`src/rtl/ballot_sequencer_if.sv`:
```
// Panel buttons, voter selection and counter-bank signals of the ballot sequencer.
// The master side is the sequencer; the slave side is the panel and counter bank.
interface ballot_sequencer_if #(
   parameter int unsigned N_CAND = 4,
   parameter int unsigned DISP_W = 12
);
   localparam int unsigned SEL_W = (N_CAND > 1) ? $clog2(N_CAND) : 1;

   logic              Power;
   logic              Ballot;
   logic              Close;
   logic              Total;
   logic              Result;
   logic [N_CAND-1:0] IN;
   logic [DISP_W-1:0] rd_data;
   logic              inc_en;
   logic [N_CAND-1:0] inc_sel;
   logic [SEL_W-1:0]  rd_sel;
   logic              armed;
   logic              reject;
   logic              closed;
   logic [DISP_W-1:0] out;

   modport master (
      input  Power, Ballot, Close, Total, Result, IN, rd_data,
      output inc_en, inc_sel, rd_sel, armed, reject, closed, out
   );

   modport slave (
      output Power, Ballot, Close, Total, Result, IN, rd_data,
      input  inc_en, inc_sel, rd_sel, armed, reject, closed, out
   );
endinterface

```
`src/rtl/ballot_sequencer.sv`:
```
// Presiding-officer controller: issues ballots, validates one-hot selections, strobes the
// external counter bank, enforces poll close and drives the Total/Result display.
module ballot_sequencer #(
   parameter int unsigned N_CAND  = 4,
   parameter int unsigned TIMEOUT = 16,
   parameter int unsigned DISP_W  = 12
) (
   input logic                clk,
   input logic                Clear,
   ballot_sequencer_if.master bus
);
   localparam int unsigned SEL_W = (N_CAND > 1) ? $clog2(N_CAND) : 1;
   localparam int unsigned TW    = $clog2(TIMEOUT) + 1;

   typedef enum logic [2:0] {StOff, StIdle, StArmed, StWaitRel, StClosed, StResult} state_e;

   state_e            state_q, state_d;
   logic              ballot_prev_q, close_prev_q, total_prev_q, result_prev_q;
   logic              ballot_rise, close_rise, total_rise, result_rise;
   logic [TW-1:0]     timer_q, timer_d;
   logic [DISP_W-1:0] votes_q, votes_d;
   logic [DISP_W-1:0] ballots_q, ballots_d;
   logic [DISP_W-1:0] out_q, out_d;
   logic              closed_flag_q, closed_flag_d;
   logic              close_pend_q, close_pend_d;
   logic              show_rd_q, show_rd_d;
   logic [SEL_W-1:0]  rd_sel_q, rd_sel_d;
   logic              inc_en_q, inc_en_d;
   logic              reject_q, reject_d;
   logic [N_CAND-1:0] inc_sel_q, inc_sel_d;
   logic              sel_none, sel_one, ballot_done;

   assign ballot_rise = bus.Ballot & ~ballot_prev_q;
   assign close_rise  = bus.Close & ~close_prev_q;
   assign total_rise  = bus.Total & ~total_prev_q;
   assign result_rise = bus.Result & ~result_prev_q;

   assign sel_none = (bus.IN == '0);
   assign sel_one  = !sel_none && ((bus.IN & (bus.IN - N_CAND'(1))) == '0);

   always_comb begin
      state_d       = state_q;
      timer_d       = timer_q;
      votes_d       = votes_q;
      ballots_d     = ballots_q;
      closed_flag_d = closed_flag_q;
      close_pend_d  = close_pend_q;
      show_rd_d     = show_rd_q;
      rd_sel_d      = rd_sel_q;
      inc_en_d      = 1'b0;
      inc_sel_d     = '0;
      reject_d      = 1'b0;
      ballot_done   = 1'b0;
      // In read mode the display follows the bank one clock behind rd_sel.
      out_d         = (state_q == StResult && show_rd_q) ? bus.rd_data : out_q;

      if (!bus.Power) begin
         state_d       = StOff;
         timer_d       = '0;
         close_pend_d  = 1'b0;
         closed_flag_d = closed_flag_q | close_pend_q;
         show_rd_d     = 1'b0;
         rd_sel_d      = '0;
         out_d         = '0;
      end else begin
         case (state_q)
            StOff: state_d = closed_flag_q ? StClosed : StIdle;
            StIdle: begin
               if (close_rise) begin
                  state_d       = StClosed;
                  closed_flag_d = 1'b1;
               end else if (ballot_rise) begin
                  state_d = StArmed;
                  timer_d = '0;
                  if (ballots_q != '1) ballots_d = ballots_q + DISP_W'(1);
               end
               if (total_rise) begin
                  out_d     = votes_q;
                  show_rd_d = 1'b0;
               end
            end
            StArmed: begin
               if (close_rise) close_pend_d = 1'b1;
               if (sel_none) begin
                  if (timer_q == TW'(TIMEOUT - 1)) begin
                     reject_d    = 1'b1;
                     ballot_done = 1'b1;
                  end else begin
                     timer_d = timer_q + TW'(1);
                  end
               end else if (sel_one) begin
                  inc_en_d  = 1'b1;
                  inc_sel_d = bus.IN;
                  state_d   = StWaitRel;
                  if (votes_q != '1) votes_d = votes_q + DISP_W'(1);
               end else begin
                  reject_d = 1'b1;
                  state_d  = StWaitRel;
               end
            end
            StWaitRel: begin
               if (close_rise) close_pend_d = 1'b1;
               if (sel_none) ballot_done = 1'b1;
            end
            StClosed: begin
               if (result_rise) begin
                  state_d   = StResult;
                  rd_sel_d  = '0;
                  show_rd_d = 1'b1;
               end else if (total_rise) begin
                  out_d     = votes_q;
                  show_rd_d = 1'b0;
               end
            end
            StResult: begin
               if (result_rise) begin
                  rd_sel_d  = (rd_sel_q == SEL_W'(N_CAND - 1)) ? '0 : rd_sel_q + SEL_W'(1);
                  show_rd_d = 1'b1;
               end else if (total_rise) begin
                  out_d     = votes_q;
                  show_rd_d = 1'b0;
               end
            end
            default: state_d = StIdle;
         endcase

         // A close requested mid-ballot takes effect as soon as the ballot finishes.
         if (ballot_done) begin
            if (close_pend_q || close_rise) begin
               state_d       = StClosed;
               closed_flag_d = 1'b1;
               close_pend_d  = 1'b0;
            end else begin
               state_d = StIdle;
            end
         end
      end
   end

   always_ff @(posedge clk) begin
      if (Clear) begin
         state_q       <= StIdle;
         ballot_prev_q <= 1'b0;
         close_prev_q  <= 1'b0;
         total_prev_q  <= 1'b0;
         result_prev_q <= 1'b0;
         timer_q       <= '0;
         votes_q       <= '0;
         ballots_q     <= '0;
         out_q         <= '0;
         closed_flag_q <= 1'b0;
         close_pend_q  <= 1'b0;
         show_rd_q     <= 1'b0;
         rd_sel_q      <= '0;
         inc_en_q      <= 1'b0;
         inc_sel_q     <= '0;
         reject_q      <= 1'b0;
      end else begin
         state_q       <= state_d;
         ballot_prev_q <= bus.Ballot;
         close_prev_q  <= bus.Close;
         total_prev_q  <= bus.Total;
         result_prev_q <= bus.Result;
         timer_q       <= timer_d;
         votes_q       <= votes_d;
         ballots_q     <= ballots_d;
         out_q         <= out_d;
         closed_flag_q <= closed_flag_d;
         close_pend_q  <= close_pend_d;
         show_rd_q     <= show_rd_d;
         rd_sel_q      <= rd_sel_d;
         inc_en_q      <= inc_en_d;
         inc_sel_q     <= inc_sel_d;
         reject_q      <= reject_d;
      end
   end

   assign bus.inc_en  = inc_en_q;
   assign bus.inc_sel = inc_sel_q;
   assign bus.rd_sel  = rd_sel_q;
   assign bus.armed   = (state_q == StArmed);
   assign bus.reject  = reject_q;
   assign bus.closed  = (state_q == StClosed) || (state_q == StResult);
   assign bus.out     = out_q;

   // Every counted vote was issued on a ballot first.
   assert property (@(posedge clk) disable iff (Clear) ballots_q >= votes_q);
endmodule

```
`src/flat_wrapper.sv`:
```
// flat-port wrapper written by rule: the top's interface ports become plain ports
module ballot_sequencer_flat 
#(
   parameter int unsigned N_CAND  = 4,
   parameter int unsigned TIMEOUT = 16,
   parameter int unsigned DISP_W  = 12
)
  (clk, Clear, bus_Power, bus_Ballot, bus_Close, bus_Total, bus_Result, bus_IN, bus_rd_data, bus_inc_en, bus_inc_sel, bus_rd_sel, bus_armed, bus_reject, bus_closed, bus_out);
  ballot_sequencer_if #(.N_CAND(N_CAND), .DISP_W(DISP_W)) bus_i ();
  input logic clk;
  input logic Clear;
  input wire logic [$bits(bus_i.Power)-1:0] bus_Power;
  input wire logic [$bits(bus_i.Ballot)-1:0] bus_Ballot;
  input wire logic [$bits(bus_i.Close)-1:0] bus_Close;
  input wire logic [$bits(bus_i.Total)-1:0] bus_Total;
  input wire logic [$bits(bus_i.Result)-1:0] bus_Result;
  input wire logic [$bits(bus_i.IN)-1:0] bus_IN;
  input wire logic [$bits(bus_i.rd_data)-1:0] bus_rd_data;
  output wire logic [$bits(bus_i.inc_en)-1:0] bus_inc_en;
  output wire logic [$bits(bus_i.inc_sel)-1:0] bus_inc_sel;
  output wire logic [$bits(bus_i.rd_sel)-1:0] bus_rd_sel;
  output wire logic [$bits(bus_i.armed)-1:0] bus_armed;
  output wire logic [$bits(bus_i.reject)-1:0] bus_reject;
  output wire logic [$bits(bus_i.closed)-1:0] bus_closed;
  output wire logic [$bits(bus_i.out)-1:0] bus_out;
  assign bus_i.Power = bus_Power;
  assign bus_i.Ballot = bus_Ballot;
  assign bus_i.Close = bus_Close;
  assign bus_i.Total = bus_Total;
  assign bus_i.Result = bus_Result;
  assign bus_i.IN = bus_IN;
  assign bus_i.rd_data = bus_rd_data;
  assign bus_inc_en = bus_i.inc_en;
  assign bus_inc_sel = bus_i.inc_sel;
  assign bus_rd_sel = bus_i.rd_sel;
  assign bus_armed = bus_i.armed;
  assign bus_reject = bus_i.reject;
  assign bus_closed = bus_i.closed;
  assign bus_out = bus_i.out;
  ballot_sequencer #(.N_CAND(N_CAND), .TIMEOUT(TIMEOUT), .DISP_W(DISP_W)) u_core (.clk(clk), .Clear(Clear), .bus(bus_i));
endmodule
```
`config.mk`:
```
export PLATFORM = sky130hd
export DESIGN_NAME = ballot_sequencer_flat
export DESIGN_NICKNAME = d
export VERILOG_FILES = /design/src/rtl/ballot_sequencer_if.sv /design/src/rtl/ballot_sequencer.sv /design/src/flat_wrapper.sv
export SDC_FILE = /design/constraint.sdc
export NUM_CORES = 1
export LEC_CHECK = 0
export CORE_MARGIN = 8
export CORE_UTILIZATION = 46
export DETAILED_ROUTE_END_ITERATION = 8
export PLACE_DENSITY = 0.72
export SYNTH_ARGS = -nofsm -noshare
export SYNTH_HDL_FRONTEND = slang
export SYNTH_SLANG_ARGS = --single-unit
```
`constraint.sdc`:
```
create_clock -name clk -period 2.31 [get_ports clk]
set_input_delay 0.693 -clock clk [delete_from_list [all_inputs] [get_ports clk]]
set_output_delay 0.693 -clock clk [all_outputs]
set_load 0.05 [all_outputs]
```
== Word level (Yosys, flattened, before mapping) ==
Cells that the tools add are included.
Widths: inputs -> output; s select.

* Register bits: 47
* Output and inout bits: 22
* Logic and storage cells: 121

* $add $sub $neg: 4
* Equal/unequal tests: 22
* Muxes and demuxes: 42
* Bitwise gates (word level): 14
* Reduce and logical (&&, ||, !) cells: 23

{| class="wikitable"
|+ Operator list
! kind !! number
|-
| $mux 12 || 3
|-
| $pmux 12 s2 || 1
|-
| $mux 3 || 7
|-
| $mux 5 || 4
|-
| $mux 1 || 19
|-
| $pmux 3 s5 || 1
|-
| $add 12x1->12 const B || 1
|-
| $ne 12x12->1 const B || 1
|-
| $ne 2x1->1 const B || 5
|-
| $pmux 5 s2 || 1
|-
| $reduce_and 5->1 || 2
|-
| $logic_not 4->1 || 2
|-
| $not 1->1 || 8
|-
| $reduce_and 4->1 || 2
|-
| $reduce_or 2->1 || 4
|-
| $eq 3x2->1 const B || 2
|-
| $eq 3x3->1 const B || 2
|-
| $mux 2 || 3
|-
| $reduce_bool 2->1 || 3
|-
| $add 5x1->5 const B || 1
|-
| $eq 5x4->1 const B || 1
|-
| $ne 5x2->1 const B || 1
|-
| $reduce_or 5->1 || 1
|-
| $and 1x1->1 || 4
|-
| other kinds (22) || 26
|}

== Depth between registers and ports, before layout ==
* Depth in word-level cells: 7
* Depth in mapped cells: 8

== Least setup slack after synthesis ==
OpenSTA, ideal clock, no wires.

* Path kind: input to register
* From: in bus_IN[3]
* To: reg u_core.state_q[0]
* Setup time: 0.114 ns
* Data arrival time: 2.196 ns
* Path slack: 0.000 ns
* Stages: 6
* Path buffers: 1
* Cell sequence: buf_6 or4_1 nor3_4 and4b_4 mux2_4 a21o_1

* Cells in the longest elaborated chain, start to end: 6
* Elaborated cells between the ends (all ways): 12

{| class="wikitable"
|+ RTL lines
! element !! line !! source
|-
| from (decl) || flat_wrapper.sv:17 || <nowiki>input wire logic [$bits(bus_i.IN)-1:0] bus_IN;</nowiki>
|-
| $logic_not 4->1 (*) || ballot_sequencer.sv:38 || <nowiki>assign sel_none = (bus.IN == '0);</nowiki>
|-
| $mux 1, on equally long branches || ballot_sequencer.sv:103, ballot_sequencer.sv:84 ||
|-
| $pmux 1 s2 || ballot_sequencer.sv:66 || <nowiki>case (state_q)</nowiki>
|-
| $mux 1 || ballot_sequencer.sv:57 || <nowiki>if (!bus.Power) begin</nowiki>
|-
| $ne 5x2->1 (no line), or another cell as far along || n/a ||
|-
| $reduce_and 4->1 (no line) or $mux 1 (tied branches) || n/a ||
|-
| to (signal assigned) || ballot_sequencer.sv:142 || <nowiki>state_q <= StIdle;</nowiki>
|-
| to (signal assigned) || ballot_sequencer.sv:159 || <nowiki>state_q <= state_d;</nowiki>
|-
| to (decl) || ballot_sequencer.sv:17 || <nowiki>state_e state_q, state_d;</nowiki>
|}

Every way passes the cells marked *; elsewhere a longest branch is shown, timed or not. The select of a mux whose other input is x is not followed.
A chain may end at the register's enable or synchronous reset.

== Worst setup path in the final report ==
* From: in bus_Result
* To: reg u_core.state_q[0]

* Cells in the longest elaborated chain, start to end: 3

{| class="wikitable"
|+ RTL lines
! element !! line !! source
|-
| from (decl) || flat_wrapper.sv:16 || <nowiki>input wire logic [$bits(bus_i.Result)-1:0] bus_Result;</nowiki>
|-
| $and 1x1->1 || ballot_sequencer.sv:36 || <nowiki>assign result_rise = bus.Result & ~result_prev_q;</nowiki>
|-
| $ne 4x2->1 (no line) || n/a ||
|-
| $reduce_and 4->1 (no line) || n/a ||
|}

Every way passes these cells.

==> metrics.md <==
| Metric | Value |
|---|---|
| Root buffer cell | `clkbuf_8` |
| DRC | `0` |
| Dpl hpwl | `slightly below 4000 µm` |
| Crit Path Max Fanout | `3` |
| RSZ-0062 raised after global routing | `no` |
| WS Path Type | `in2reg` |
| Ys Warns | `0` |
| Fin crit share | `around 96%` |
| Final setup fails | `0` |
| Crit end category | `flop` |
| Initial core utilization | `between 40% and 50%` |
| Worst path slowest cell | `clkdlybuf4s50_1` |
| Die Ht | `~86 µm` |
| Die area | `roughly 0.0075 mm²` |
| Cells after Synth | `250` |
| Max-cap violations | `0` |
| Initial antenna violation count | `0` |
| Arr. time, crit path | `2.41 ns` |
| Total power | `roughly 1700 µW` |
| WP depth | `6` |
| R2r worst-path depth | `9` |
| CP Launch Type | `input port` |
| Critical path's top delay family | `simple AND/OR/NAND/NOR gates` |
| CP required | `around 2.5 ns` |
| Fin. Hold Viols | `0` |
| Reg2reg end | `u_core.closed_flag_q$_SDFF_PP0_` |
| TritonCTS Sinks | `47` |
| Die Width | `roughly 86 µm` |
| Drt pass-1 iters | `4` |
| Leakage | `~0.0012 µW` |
| Core area | `~0.0048 mm²` |
| Status | `finished clean` |
| Synth async-reset ratio | `0%` |
| Mapped Area | `~0.0023 mm²` |
| Max_slew headroom | `65.34%` |
| Crit path from | `bus_Result` |
| Vias | `roughly 2.0k` |
| Post-layout min period | `between 2 and 2.5 ns` |
| Flops & latches, synth | `47` |
| Total congestion overflow | `0` |
| H-tree Lvls | `2` |
| CTS Buf Count | `5` |
| Starting DRC count in detailed routing | `between 100 and 150` |
| Total track usage | `between 10% and 20%` |
| Post-DR vias/cell | `around 5.4` |
| Final core utilization | `about two thirds` |
| Primary FF master, synth | `dfxtp_1` |
| Worst min-delay path class | `reg2reg` |
| Clk_lat worst skew | `0.29 ns` |
| Final wirelength | `approximately 5400 µm` |
| CP Cell Sequence | `clkdlybuf4s50_1 -> or2b_1 -> o21ai_0 -> and4b_4 -> mux2_4 -> a21o_1` |
| Largest net degree at the start of global routing | `25` |
| Reg clk slew, reported paths | `0.09 ns` |
| WL/cell | `between 10 and 15 µm` |
| Number of global-route vias before repair | `1991` |
| Worst reg2reg path startpoint | `u_core.timer_q[0]$_SDFFE_PP0P_` |
| Number of port buffers | `44` |
| Gp weighted congestion | `0.8317` |
| Row count | `25` |
| Achievable Freq | `about 450 MHz` |
| CTS Hold Buffers Added | `0` |
| Crit path largest cell delay | `around 0.48 ns` |
| Post-synthesis sequential area ratio | `41.23%` |
| Antenna-violating nets left | `0` |
| Postcts setup bufs | `0` |
| Setup Skew | `~0.013 ns` |
| Post-synthesis cell type count | `51` |
| Antenna cell count | `0` |
| Clock Path Buffers | `2` |
| CP endpoint | `u_core.state_q[0]$_SDFFE_PP1P_` |
| Max VDD drop | `between 0.3 and 0.4 mV` |
| Area delta synth->final | `35.53%` |
| Post-synth EDFFs | `0` |
| CTS tree | `built` |
| Power density over the cells | `around 540 mW/mm²` |
| Nets | `337` |
| Worst reg2reg setup slack | `around 0.17 ns` |
| Worst-margin pin slew | `0.5183 ns` |
| Slew Viols, Final | `0` |
| I/O Pins | `45` |
| Syn Nets | `between 200 and 300` |
| First-pass GRT wire length | `between 9000 and 10000 µm` |
| Layout cells sized above 1 | `18.01%` |
| CP Buf/Inv Count | `1` |
| Syn avg cell area | `roughly 9 µm²` |
## where the power goes
part	internal, µW	total, µW	switching [µW]	leakage (µW)
Combinational	142	295	154	0.000795
Sequential	828	843	14.4	0.000381
Clock	274	535	262	0.0000515
## what timing repair did
item,CTS,global route
pin swaps,0,2
setup endpoints to repair,6,13
resized for setup,8,7
endpoints found under the hold margin,0,0
## through the flow
| step | TNS (ns) | instance area [µm²] | setup slack (ns) | hold slack, ns | cells |
|---|---|---|---|---|---|
| final | 0 | 3093 | 0.09748 | 0.4612 | 378 |
| after global routing | 0 | 3093 | 0.02918 | 0.5143 | 378 |
| after CTS | -0.04395 | 3068 | -0.04395 | 0.4620 | 378 |
| after detailed placement | -5.471 | 2920 | -0.3975 | 0.4499 | 370 |
| after global placement | -4.614 | 2920 | -0.3691 | 0.4370 | 370 |
| after floorplan | -0.0001676 | 2282 | -0.0001676 | 0.4319 | 250 |
## kinds of logic after synthesis
logic type                 share of synthesized area [%]
adders and majority gates                          2.193
DFF                                                41.23
AOI/OAI and AO/OA                                  11.57
muxes                                              6.798
xor gates and xnor gates                           4.221
and+or+nand+nor                                    29.33
buffers and inverters                              4.660
## worst min-delay path, delay by kind of cell, from the launching register on
family | cells | cell delay [ns]
flops | 1 | 0.32
simple gates | 1 | 0.05
compound gates | 1 | 0.05
## cell type report
type                       count  area (µm²)
inverter                       4       15.01
multi-input combinational    185        1297
tap                           67       83.83
fill                         431        1662
timing repair buffer          67       655.6
clock buffer                   8       100.1
sequential                    47       940.9
## metal layers
metal	up-vias	track usage [%]	routed length, µm
li1	1024	-	-
met1	965	18.62	2526
met2	37	24.31	2563
met3	6	3.119	229
met4	0	4.382	52
met5	-	0	0
## state kept, by name, indices dropped and copies added (netlist names), 2 cells and up
register / count
u_core.bus.out: 12
u_core.state_q: 3
u_core.votes_q: 12
u_core.timer_q: 5
u_core.bus.rd_sel: 2
u_core.bus.inc_sel: 4
## synth_stat cells, types with 2 or more instances
cell type / instances / area share (%)
dfxtp_1: 47 / 41
nor2_1: 37 / 6.1
mux2i_1: 14 / 6.1
a211oi_1: 13 / 4.3
a21oi_1: 10 / 2.2
xnor2_1: 10 / 3.8
clkbuf_1: 8 / 1.3
nor4_1: 8 / 2.2
nand2_1: 7 / 1.2
nand3_1: 7 / 1.5
nor3_1: 7 / 1.5
a31oi_1: 5 / 1.4
and3_1: 5 / 1.4
buf_6: 5 / 2.5
nand3b_1: 5 / 1.6
o21ai_0: 5 / 1.1
ha_1: 4 / 2.2
nand4_1: 4 / 1.1
nor2b_1: 4 / 1.1
and2_1: 3 / 0.82
inv_1: 3 / 0.49
nor4b_1: 3 / 1.2
a21o_1: 2 / 0.66
and2b_1: 2 / 0.66
nand2b_1: 2 / 0.55
nor3_2: 2 / 0.88
nor3b_1: 2 / 0.66
or2b_1: 2 / 0.66
or3_1: 2 / 0.55
## placed cells by master, fill, tap and decap left out, drive strengths merged, types with 2 or more instances in the layout
cell type and n:
a21oi 10, inv 4, buf 25, clkdlybuf4s50 38, nor4 9, and2 4, or2 2, o21ai 5
dfxtp 47, nor2b 4, a21o 2, clkbuf 8, and2b 3, dlymetal6s2s 4, nand3b 5, nand3 7
nand2b 2, or3 2, and3 5, nand4 4, nor3b 3, nor3 10, nor2 37, mux2i 14
a211oi 13, nor4b 4, or2b 2, a31oi 5, xnor2 10, ha 4, nand2 8
## how the worst min path moves through the flow
stage	startpoint	endpoint	slack, ns	cells past startpoint
after global routing	u_core.timer_q[4]$_SDFFE_PP0P_	u_core.timer_q[4]$_SDFFE_PP0P_	0.51	2
after CTS	u_core.timer_q[4]$_SDFFE_PP0P_	u_core.timer_q[4]$_SDFFE_PP0P_	0.46	2
after global placement	u_core.timer_q[4]$_SDFFE_PP0P_	u_core.timer_q[4]$_SDFFE_PP0P_	0.44	2
final	u_core.timer_q[4]$_SDFFE_PP0P_	u_core.timer_q[4]$_SDFFE_PP0P_	0.46	2
after floorplan	u_core.timer_q[4]$_SDFFE_PP0P_	u_core.timer_q[4]$_SDFFE_PP0P_	0.43	2
after detailed placement	u_core.timer_q[4]$_SDFFE_PP0P_	u_core.timer_q[4]$_SDFFE_PP0P_	0.45	2
Power figures use the tool's default switching activity.
==> edit, RTL diff (config.mk and constraints unchanged) <==
Encoding of `state_e`: now one-hot (6 bits for 6 states).
--- a/src/rtl/ballot_sequencer.sv
+++ b/src/rtl/ballot_sequencer.sv
@@ -12,7 +12,7 @@
    localparam int unsigned SEL_W = (N_CAND > 1) ? $clog2(N_CAND) : 1;
    localparam int unsigned TW    = $clog2(TIMEOUT) + 1;
 
-   typedef enum logic [2:0] {StOff, StIdle, StArmed, StWaitRel, StClosed, StResult} state_e;
+   typedef enum logic [5:0] {StOff = 6'b000001, StIdle = 6'b000010, StArmed = 6'b000100, StWaitRel = 6'b001000, StClosed = 6'b010000, StResult = 6'b100000} state_e;
 
    state_e            state_q, state_d;
    logic              ballot_prev_q, close_prev_q, total_prev_q, result_prev_q;
Behaviour: same outputs for any inputs over 10 cycles, from zero or initial values; not proved beyond that.
==> edit against the unedited design <==
  * Largest cell class unchanged
  * Final area grew 2.9%
  * Setup slack lost 0.0061 ns
  * Cell count grew 12%
  * Routed wire length grew 13%
  * Sequential cell count grew 3
  * Power shrank 1.6%
  * Area after synthesis grew 3.3%
  * Utilization shrank 2.0 points
  * Hold slack lost 0.0091 ns
  * Clock power grew 0.9%
==> edit: results <==
group,metric,value,unit
status,status,"complete, no violations",
grt,grt_pass1_vias,2101,
detailed_routing,wl_met1,2840,microns
logic_synthesis,synth_compound_area_share,13.5,%
layout,drive_above_1_share,13.6,%
grt,grt_max_degree,26,
logic_synthesis,synth_xor_xnor_area_share,4.46,%
power,vdd_drop_max,0.000268,V
detailed_routing,vias,2297,
timing,fin_hold_ws,0.452,ns
logic_synthesis,ys_types,41,
grt,grt_pass1_wl,9850,microns
worst_setup_path,crit_path_max_incr_delay,0.83,ns
logic_synthesis,yosys-top-cells-count,"50 x dfxtp_1, 41 x nor2_1, 28 x nand2_1, 28 x nand3_1, 15 x nor2b_1",
worst_setup_path,worstPathMaxFanout,4,
detailed_routing,met2_length,2790,microns
grt,met2_usage,25.4,%
power,p_leak,1.20,nW
detailed_routing,wl_met3,356,microns
worst_setup_path,rr_worst_depth,7,
layout,fillers,470,
layout,final_nets,380,
layout,stdcell_count,424,
detailed_routing,finalWirelength,6070,microns
placed_design,hpwl,4430,microns
grt,grtUsageMet1,20.9,%
worst_setup_path,crit_path_start,"u_core.bus.rd_sel[0]$_SDFFE_PP0P_",
power,p_int,1.22,mW
worst_setup_path,r2r_setup_slack,0.38,ns
worst_setup_path,r2r-start,"u_core.state_q[2]$_SDFFE_PP0P_",
worst_setup_path,rr_endpoint,"u_core.votes_q[9]$_SDFFE_PP0P_",
clocking,insertion_delay,0.31,ns
logic_synthesis,synth.net_count,317,
logic_synthesis,ys_seq_area_share,42.4,%
timing,slew_headroom,64.2,%
grt,use_met3,3.85,%
worst_setup_path,cp.arrival,1.53,ns
## edit: stage by stage
| step | area, sq um | worst slack [ns] | setup TNS, ns | total power [mW] | utilization [%] |
|---|---|---|---|---|---|
| CTS | 3160 | 0.00276 | 0 | 1.66 | 62.7 |
| finish | 3180 | 0.0914 | 0 | 1.65 | 63.1 |
| global placement | 3060 | -0.378 | -4.89 | 1.12 | 60.7 |
| floorplan | 2360 | 0.0236 | 0 | 1.02 | - |
| detailed placement | 3060 | -0.384 | -5.13 | 1.13 | 60.7 |
| global route | 3180 | 0.0442 | 0 | 1.71 | 63.1 |
## edit: area by class of cell
type / instances / share of cell area [%]
Timing Repair Buffer: 72 / 21.7
Sequential cell: 50 / 31.5
Multi-Input combinational cell: 218 / 40.4
Clock buffer: 6 / 2.60
Clock inverter: 2 / 0.393
Inverter: 6 / 0.708
Tap cell: 70 / 2.75
## edit: repair_timing
item,in CTS,in global routing
pin swaps,1,3
buffers inserted,1,0
setup endpoints to repair,2,14
resized for setup,1,7
hold endpoints to repair,0,0
